**src/rtl/seq_mag_comparator_pkg.sv**
```systemverilog
// rtl/seq_mag_comparator_pkg.sv - shared types and constants for the digit-serial magnitude comparator
//
// Package seq_cmp_pkg
//   state_t      : controller states (IDLE, SCAN, DONE)
//   RES_*        : 2-bit encoding of a single digit comparison outcome
//   cnt_width()  : bit width needed to hold a digit count in 0..n
package seq_cmp_pkg;

    typedef enum logic [1:0] {
        IDLE = 2'd0,
        SCAN = 2'd1,
        DONE = 2'd2
    } state_t;

    localparam logic [1:0] RES_EQ = 2'd0;
    localparam logic [1:0] RES_LT = 2'd1;
    localparam logic [1:0] RES_GT = 2'd2;

    // Width for a counter spanning 0..n inclusive.
    function automatic int cnt_width(input int n);
        return $clog2(n + 1);
    endfunction

endpackage

```
**src/rtl/seq_mag_comparator_if.sv**
```systemverilog
// rtl/seq_mag_comparator_if.sv - request/result bundle for the digit-serial magnitude comparator
//
// Signals
//   start, signed_mode, a, b : request side, driven by the master
//   busy, done               : progress/handshake, driven by the comparator
//   less, equal, greater     : held result flags, driven by the comparator
//   digits_used              : digits examined for the last result
// Modports
//   master : requester view
//   slave  : comparator view
interface seq_mag_comparator_if #(
    parameter int W     = 8,
    parameter int DIGIT = 2
);
    import seq_cmp_pkg::*;

    localparam int N    = W / DIGIT;
    localparam int DU_W = cnt_width(N);

    logic            start;
    logic            signed_mode;
    logic [W-1:0]    a;
    logic [W-1:0]    b;
    logic            busy;
    logic            done;
    logic            less;
    logic            equal;
    logic            greater;
    logic [DU_W-1:0] digits_used;

    modport master (
        output start, signed_mode, a, b,
        input  busy, done, less, equal, greater, digits_used
    );

    modport slave (
        input  start, signed_mode, a, b,
        output busy, done, less, equal, greater, digits_used
    );

endinterface

```
**src/rtl/seq_mag_comparator_digit_cmp.sv**
```systemverilog
// rtl/seq_mag_comparator_digit_cmp.sv - combinational unsigned compare of one DIGIT-bit digit
//
// Ports
//   x, y : digits to compare (unsigned)
//   lt   : x < y
//   eq   : x == y
//   gt   : x > y
module digit_cmp #(
    parameter int DIGIT = 2
) (
    input  logic [DIGIT-1:0] x,
    input  logic [DIGIT-1:0] y,
    output logic             lt,
    output logic             eq,
    output logic             gt
);

    always_comb begin
        lt = (x < y);
        eq = (x == y);
        gt = (x > y);
    end

endmodule

```
**src/rtl/seq_mag_comparator.sv**
```systemverilog
// rtl/seq_mag_comparator.sv - MSB-first digit-serial signed/unsigned magnitude comparator
//
// Ports
//   clk  : rising-edge clock
//   rst  : asynchronous active-high reset
//   bus  : seq_mag_comparator_if.slave
//          start/signed_mode/a/b in, busy/done/less/equal/greater/digits_used out
//
// A request captures both operands, then one DIGIT-bit digit per cycle is
// compared from the top down. The scan stops at the first unequal digit, so
// latency is the number of leading equal digits plus one.
module seq_mag_comparator
    import seq_cmp_pkg::*;
#(
    parameter int W     = 8,
    parameter int DIGIT = 2
) (
    input  logic                   clk,
    input  logic                   rst,
    seq_mag_comparator_if.slave    bus
);

    localparam int N    = W / DIGIT;
    localparam int DU_W = cnt_width(N);

    // Flipping the sign bit maps two's complement onto offset binary, after
    // which an unsigned compare gives the signed ordering.
    localparam logic [W-1:0] MSB_MASK = W'(1) << (W - 1);

    state_t          state_q,   state_d;
    logic [W-1:0]    sa_q,      sa_d;
    logic [W-1:0]    sb_q,      sb_d;
    logic [DU_W-1:0] cnt_q,     cnt_d;
    logic [DU_W-1:0] du_q,      du_d;
    logic            busy_q,    busy_d;
    logic            done_q,    done_d;
    logic            less_q,    less_d;
    logic            equal_q,   equal_d;
    logic            greater_q, greater_d;

    logic            dig_lt;
    logic            dig_eq;
    logic            dig_gt;
    logic [1:0]      dig_res;

    digit_cmp #(
        .DIGIT (DIGIT)
    ) u_digit_cmp (
        .x  (sa_q[W-1 -: DIGIT]),
        .y  (sb_q[W-1 -: DIGIT]),
        .lt (dig_lt),
        .eq (dig_eq),
        .gt (dig_gt)
    );

    always_comb begin
        if (dig_eq) begin
            dig_res = RES_EQ;
        end else if (dig_lt) begin
            dig_res = RES_LT;
        end else if (dig_gt) begin
            dig_res = RES_GT;
        end else begin
            dig_res = RES_EQ;
        end
    end

    always_comb begin
        state_d   = state_q;
        sa_d      = sa_q;
        sb_d      = sb_q;
        cnt_d     = cnt_q;
        du_d      = du_q;
        busy_d    = busy_q;
        done_d    = 1'b0;
        less_d    = less_q;
        equal_d   = equal_q;
        greater_d = greater_q;

        case (state_q)
            IDLE, DONE: begin
                if (bus.start) begin
                    sa_d      = bus.signed_mode ? (bus.a ^ MSB_MASK) : bus.a;
                    sb_d      = bus.signed_mode ? (bus.b ^ MSB_MASK) : bus.b;
                    cnt_d     = '0;
                    du_d      = '0;
                    less_d    = 1'b0;
                    equal_d   = 1'b0;
                    greater_d = 1'b0;
                    busy_d    = 1'b1;
                    state_d   = SCAN;
                end else begin
                    busy_d    = 1'b0;
                    state_d   = IDLE;
                end
            end

            SCAN: begin
                // start is deliberately not looked at here.
                if (dig_res != RES_EQ) begin
                    less_d    = (dig_res == RES_LT);
                    greater_d = (dig_res == RES_GT);
                    du_d      = cnt_q + DU_W'(1);
                    busy_d    = 1'b0;
                    done_d    = 1'b1;
                    state_d   = DONE;
                end else if (cnt_q == DU_W'(N - 1)) begin
                    equal_d   = 1'b1;
                    du_d      = DU_W'(N);
                    busy_d    = 1'b0;
                    done_d    = 1'b1;
                    state_d   = DONE;
                end else begin
                    sa_d      = sa_q << DIGIT;
                    sb_d      = sb_q << DIGIT;
                    cnt_d     = cnt_q + DU_W'(1);
                end
            end

            default: begin
                busy_d  = 1'b0;
                state_d = IDLE;
            end
        endcase
    end

    always_ff @(posedge clk or posedge rst) begin
        if (rst) begin
            state_q   <= IDLE;
            sa_q      <= '0;
            sb_q      <= '0;
            cnt_q     <= '0;
            du_q      <= '0;
            busy_q    <= 1'b0;
            done_q    <= 1'b0;
            less_q    <= 1'b0;
            equal_q   <= 1'b0;
            greater_q <= 1'b0;
        end else begin
            state_q   <= state_d;
            sa_q      <= sa_d;
            sb_q      <= sb_d;
            cnt_q     <= cnt_d;
            du_q      <= du_d;
            busy_q    <= busy_d;
            done_q    <= done_d;
            less_q    <= less_d;
            equal_q   <= equal_d;
            greater_q <= greater_d;
        end
    end

    assign bus.busy        = busy_q;
    assign bus.done        = done_q;
    assign bus.less        = less_q;
    assign bus.equal       = equal_q;
    assign bus.greater     = greater_q;
    assign bus.digits_used = du_q;

endmodule

```
**src/flat_wrapper.sv**
```systemverilog
// flat-port wrapper written by rule: the top's interface ports become plain ports
module seq_mag_comparator_flat import seq_cmp_pkg::*;
#(
    parameter int W     = 8,
    parameter int DIGIT = 2
)
  (clk, rst, bus_start, bus_signed_mode, bus_a, bus_b, bus_busy, bus_done, bus_less, bus_equal, bus_greater, bus_digits_used);
  seq_mag_comparator_if #(.W(W), .DIGIT(DIGIT)) bus_i ();
  input  logic clk;
  input  logic rst;
  input wire logic [$bits(bus_i.start)-1:0] bus_start;
  input wire logic [$bits(bus_i.signed_mode)-1:0] bus_signed_mode;
  input wire logic [$bits(bus_i.a)-1:0] bus_a;
  input wire logic [$bits(bus_i.b)-1:0] bus_b;
  output wire logic [$bits(bus_i.busy)-1:0] bus_busy;
  output wire logic [$bits(bus_i.done)-1:0] bus_done;
  output wire logic [$bits(bus_i.less)-1:0] bus_less;
  output wire logic [$bits(bus_i.equal)-1:0] bus_equal;
  output wire logic [$bits(bus_i.greater)-1:0] bus_greater;
  output wire logic [$bits(bus_i.digits_used)-1:0] bus_digits_used;
  assign bus_i.start = bus_start;
  assign bus_i.signed_mode = bus_signed_mode;
  assign bus_i.a = bus_a;
  assign bus_i.b = bus_b;
  assign bus_busy = bus_i.busy;
  assign bus_done = bus_i.done;
  assign bus_less = bus_i.less;
  assign bus_equal = bus_i.equal;
  assign bus_greater = bus_i.greater;
  assign bus_digits_used = bus_i.digits_used;
  seq_mag_comparator #(.W(W), .DIGIT(DIGIT)) u_core (.clk(clk), .rst(rst), .bus(bus_i));
endmodule
```
**config.mk**
```make
export PLATFORM = sky130hd
export DESIGN_NAME = seq_mag_comparator_flat
export DESIGN_NICKNAME = d
export VERILOG_FILES = /design/src/rtl/seq_mag_comparator_pkg.sv /design/src/rtl/seq_mag_comparator_if.sv /design/src/rtl/seq_mag_comparator_digit_cmp.sv /design/src/rtl/seq_mag_comparator.sv /design/src/flat_wrapper.sv
export SDC_FILE = /design/constraint.sdc
export NUM_CORES = 1
export LEC_CHECK = 0
export CAP_MARGIN = 20
export CORE_UTILIZATION = 55
export CTS_BUF_LIST = sky130_fd_sc_hd__clkbuf_8
export DETAILED_ROUTE_END_ITERATION = 12
export DONT_BUFFER_PORTS = 1
export PLACE_DENSITY = 0.82
export SYNTH_ARGS = -nofsm -noshare
export SYNTH_HDL_FRONTEND = slang
export SYNTH_SLANG_ARGS = --single-unit
```
**constraint.sdc**
```tcl
create_clock -name clk -period 1.8 [get_ports clk]
set_input_delay 0.36 -clock clk [delete_from_list [all_inputs] [get_ports clk]]
set_output_delay 0.36 -clock clk [all_outputs]
set_load 0.02 [all_outputs]
```
# [Word-level counts from Yosys, hierarchy flattened]
# Cells that the tools add are included.
[word_totals] latchBits=0 ff_bits=29 rom_bits=0 inputBits=20 memories=0 output_inout_bits=8 mem_bits_rw=0
[classes] div_mod_pow=0 magnitude_cmp=2 add_sub_neg=1 shift=0 n_bitwise=2 eq_ne=12 multipliers=0 n_reduce_logical=8 mux=39
[ops] cell="$mux 8" n=8
[ops] cell="$pmux 8 s2" n=2
[ops] cell="$mux 3" n=5
[ops] cell="$mux 1" n=12
[ops] cell="$pmux 3 s2" n=2
[ops] cell="$mux 2" n=5
[ops] cell="$pmux 1 s2" n=4
[ops] cell="$reduce_and 4->1" n=2
[ops] cell="$ne 2x2->1 const B" n=3
[ops] cell="$reduce_and 3->1" n=2
[ops] cell="$eq 2x1->1 const B" n=2
[ops] cell="$eq 2x2->1 const B" n=2
[ops] cell="$ne 2x1->1 const B" n=2
[ops] cell="$pmux 2 s2" n=1
[ops] cell="$reduce_bool 2->1" n=2
[ops] cell="$add 3x1->3 const B" n=1
[ops] cell="$eq 3x2->1 const B" n=1
[ops] cell="$ne 3x1->1 const B" n=1
[ops] cell="$eq 2x2->1" n=1
[ops] cell="$gt 2x2->1" n=1
[ops] cell="$logic_not 2->1" n=1
[ops] cell="$lt 2x2->1" n=1
[ops] cell="$not 1->1" n=2
[ops] cell="$reduce_or 2->1" n=1

# [Logic depth before layout (Yosys ltp)]
[depth] ltp_word=7 ltp_mapped=7 mapped_depth_nobuf=6

# [Hierarchy]
# From an unflattened synthesis, not the netlist that was laid out.
[hier_totals] hier_cells=113 area_unflattened_um2=1467.7
[by_module_without_submodules] mod="seq_mag_comparator" area_per_inst_um2=1405.1 cells_per_inst=104 instances=1
[by_module_without_submodules] mod="digit_cmp" area_per_inst_um2=62.6 cells_per_inst=9 instances=1

# [Least setup slack after synthesis]
# Ideal clock, no wire load.
[synth_timing] path_type="flip-flop to flip-flop" from="reg u_core.cnt_q[0]" to="reg u_core.cnt_q[1]" n_path_buf=1 t_required_ps=1675 path_slack_ps=-11 path_stages_with_launch=7 period_less_slack_ps=1811 setup_ps=125 arrival_time_ps=1686 cell_sequence="dfrtp_1 > ha_1 > ha_1 > o31a_4 > inv_4 > buf_12 > mux2_4"
[synth_via] elab_chain_cells=4
[synth_rtl] element="start, declared" line="seq_mag_comparator.sv:33" text="logic [DU_W-1:0] cnt_q, cnt_d;"
[synth_rtl] element="start signal, assigned" line="seq_mag_comparator.sv:143" text="cnt_q <= cnt_d;"
[synth_rtl] element="$add 3x1->3" line="seq_mag_comparator.sv:116" text="cnt_d = cnt_q + DU_W'(1);"
[synth_rtl] element="$mux 3" line="seq_mag_comparator.sv:107" text="end else if (cnt_q == DU_W'(N - 1)) begin"
[synth_rtl] element="$mux 3" line="seq_mag_comparator.sv:100" text="if (dig_res != RES_EQ) begin"
[synth_rtl] element="$pmux 3 s2" line="seq_mag_comparator.sv:80" text="case (state_q)"
# Parallel ways exist; a longest one is shown, timed or not. The select of a mux whose other input is x is not followed.
# A chain may end at the register's enable or synchronous reset.

# [Worst setup path in the final report]
[layout_timing] from="reg u_core.cnt_q[0]" to="reg u_core.sa_q[2]"
[layout_via] elab_chain_cells=3
[layout_rtl] element="$eq 3x2->1" line="seq_mag_comparator.sv:107"
[layout_rtl] element="$ne 2x2->1 (no source line)"
[layout_rtl] element="$reduce_and 4->1 (no source line)"
[layout_rtl] element="end signal, assigned" line="seq_mag_comparator.sv:130" text="sa_q <= '0;"
[layout_rtl] element="end signal, assigned" line="seq_mag_comparator.sv:141" text="sa_q <= sa_d;"
[layout_rtl] element="end, declared" line="seq_mag_comparator.sv:31" text="logic [W-1:0] sa_q, sa_d;"
# Every way passes these cells.

==> flow_summary.ini <==
[sta]
period_needed_ns = 1.74
worstMarginPinSlew_ns = 0.387
drv_slew = 0
fin_skew_ns = 0.00458
fin_crit_sh_pct = 96.6
clock.fmax_ghz = 0.575
relSlewSlack_pct = 74.1
worst_slack_ns = 0.0614
setup_viol = 0
hold_viol = 0
final.setup.tns_ns = 0
grt_setup_unrepaired = no

[floorplanning]
die_w_um = 51.9
die_area_mm2 = 0.00269
core-area_mm2 = 0.00228
die_h_um = 51.9
ios = 28
start_util_pct = 60.1
rows = 17

[placed_design]
pre_cts_ws_ns = -0.00319
gp_congestion = 0.756
io_buffers = 0
detailed_place_hpwl_mm = 1.66

[cts]
cts_tree = built
cts_max_path_buffers = 2
post_cts_resized = 1
root_buffer = clkbuf_8
ctsHoldBuffers = 0
clkTransAtPathRegs_ns = 0.09
clk_latency_ns = 0.27
cts_setup_buffers = 0
htree_num_levels = 1
cts_buffers = 3
cts_sinks = 28

[global_routing]
grt_max_degree = 29
grt_pass1_wl_mm = 3.86
antenna_found_initial = 0
track_usage_pct = 20.0
grt_overflow = 0
grt_pass1_vias = 832

[min_path]
hp-class = primary input to asynchronous set/reset pin

[route]
drcViolationCount = 0
routed_via_density = 5.80
avgRoutedWirePerCell_um = 16.7
ant_nets = 0
drt-pass1-iter-count = 2
drt_iter0_markers = 3
wirelength_mm = 2.27
num_vias = 789

[synth]
ys_seq_elements = 28
syn-num-nets = 124
yosys_warnings = 0
ys_seq_area_share_pct = 51.2
postSynthAreaPerCell_um2 = 13.7
synth-edff-count = 0
yosysUniqueCellTypes = 27
async_reset_ff_share_pct = 100
synthFlopType = dfrtp_1
synth_cells = 100
synth_area_mm2 = 0.00137

[worst_setup_path]
cp_max_fo = 14
critPathKind = register to register
crit_path_end_kind = register
worstSetupStartpointType = register
cp.required_ns = 1.96
rrSetupSlack_ns = 0.06
timing.rr.start = u_core.cnt_q[0]$_DFFE_PP0P_
cp.arrival_ns = 1.90
r2r-end = u_core.sa_q[2]$_DFFE_PP0P_
r2r_cells = 5

[finish]
antennaDiodeCount = 0
areaGrowthSynthToFinish_pct = 8.23
drive_gt1_share_pct = 35.2
nets = 133

[power]
ir_drop_mv = 1.06
powerDensity_mw_per_mm2 = 1890
p_leak_nw = 0.720

[run_status]
status = finished, final reports clean

[run]
drv_cap = 0
==> logic make-up (layout without fill, tap and decap cells) <==
| family | Yosys count | count (layout) | share of synthesized area (%) |
|---|---|---|---|
| AND/OR/NAND/NOR | 10 | 10 | 3.93 |
| multiplexers | 27 | 27 | 23.9 |
| AO/OA/AOI/OAI | 15 | 15 | 9.42 |
| XOR/XNOR | 2 | 2 | 1.28 |
| adder cells (fa/ha/maj) | 4 | 4 | 3.66 |
| buffers and inverters | 14 | 22 | 6.58 |
| flip-flops | 28 | 28 | 51.2 |
==> layer usage <==
| layer | part of all wire, % | vias to the layer above | global-route usage (%) |
|---|---|---|---|
| met5 | 0 | - | 0 |
| met4 | 0.44 | 0 | 6.76 |
| met3 | 3.3 | 2 | 4.39 |
| met2 | 53 | 15 | 35.0 |
| met1 | 43 | 399 | 23.9 |
| li1 | - | 373 | - |
==> how the worst max path moves through the flow <==
stage	start	to	slack, ns	depth (start not counted)
2_1_floorplan	u_core.cnt_q[0]$_DFFE_PP0P_	u_core.cnt_q[1]$_DFFE_PP0P_	0.03	6
3_3_place_gp	u_core.cnt_q[0]$_DFFE_PP0P_	u_core.sb_q[5]$_DFFE_PP0P_	0.04	5
3_5_place_dp	u_core.cnt_q[0]$_DFFE_PP0P_	u_core.sa_q[2]$_DFFE_PP0P_	-0.003	5
4_1_cts	u_core.cnt_q[0]$_DFFE_PP0P_	u_core.sa_q[2]$_DFFE_PP0P_	0.01	5
5_1_grt	u_core.sb_q[7]$_DFFE_PP0P_	u_core.sa_q[2]$_DFFE_PP0P_	0.007	6
6_report	u_core.cnt_q[0]$_DFFE_PP0P_	u_core.sa_q[2]$_DFFE_PP0P_	0.06	5
==> final cells by class <==
class | instances | area, um2
fillers | 161 | 795
flip-flops and latches | 28 | 701
multi-input cells | 58 | 581
repair buffers | 8 | 60.1
clock buffers | 4 | 55.1
inverters | 10 | 50.0
well taps | 28 | 35.0
==> synthesized netlist by cell type (2+ instances only) <==
master    count  share of area [%]
mux2_4        8                8.8
xor2_1        2                1.3
nand2b_1      2               0.91
mux2_2       14                 12
mux2i_1       5                3.7
dfrtp_1      28                 51
a32o_1        2                1.5
nand2_1       2               0.55
nor2_1        2               0.55
a21oi_1       2               0.73
a22o_1        5                3.2
buf_6         2                1.6
ha_1          4                3.7
inv_1         9                2.5
==> where the power goes <==
| part | leakage (nW) | switching (mW) | internal, mW |
|---|---|---|---|
| combinational | 0.341 | 0.570 | 0.715 |
| sequential | 0.350 | 0.227 | 0.906 |
| clock | 0.0288 | 0.192 | 0.196 |
| total | 0.720 | 0.989 | 1.82 |
==> critical path, stage by stage (launching register included) <==
cell	delay, ns
dfrtp_1	0.41
ha_1	0.21
ha_2	0.18
o31a_4	0.38
clkinv_8	0.10
mux2_2	0.34
==> stage by stage <==
step	hold WS, ns	instance area (um2)	util, %	power (mW)	cells
after CTS	0.0334	1470	64.8	2.82	136
after detailed placement	0.334	1420	62.2	2.42	132
final	0.0249	1480	65.1	2.81	136
after floorplan	0.425	1370	-	2.19	100
after global routing	0.0362	1480	65.1	3.01	136
after global placement	0.329	1420	62.2	2.36	132
==> flip-flops by register name, summed over array words and instances, names as in the netlist <==
register,cells
u_core.bus.busy,1
u_core.bus.digits_used,3
u_core.bus.done,1
u_core.bus.equal,1
u_core.bus.greater,1
u_core.bus.less,1
u_core.cnt_q,3
u_core.sa_q,8
u_core.sb_q,8
u_core.state_q,1
==> cells in the final DEF (no fill, tap or decap), drive strengths merged, types with 2 or more instances in the layout <==
cell type   n
mux2i       5
xor2        2
inv         9
clkbuf      4
a32o        2
nor2        2
dfrtp      28
a21oi       2
nand2b      2
nand2       3
buf         8
mux2       22
a22o        5
ha          4
Power figures use the tool's default switching activity.
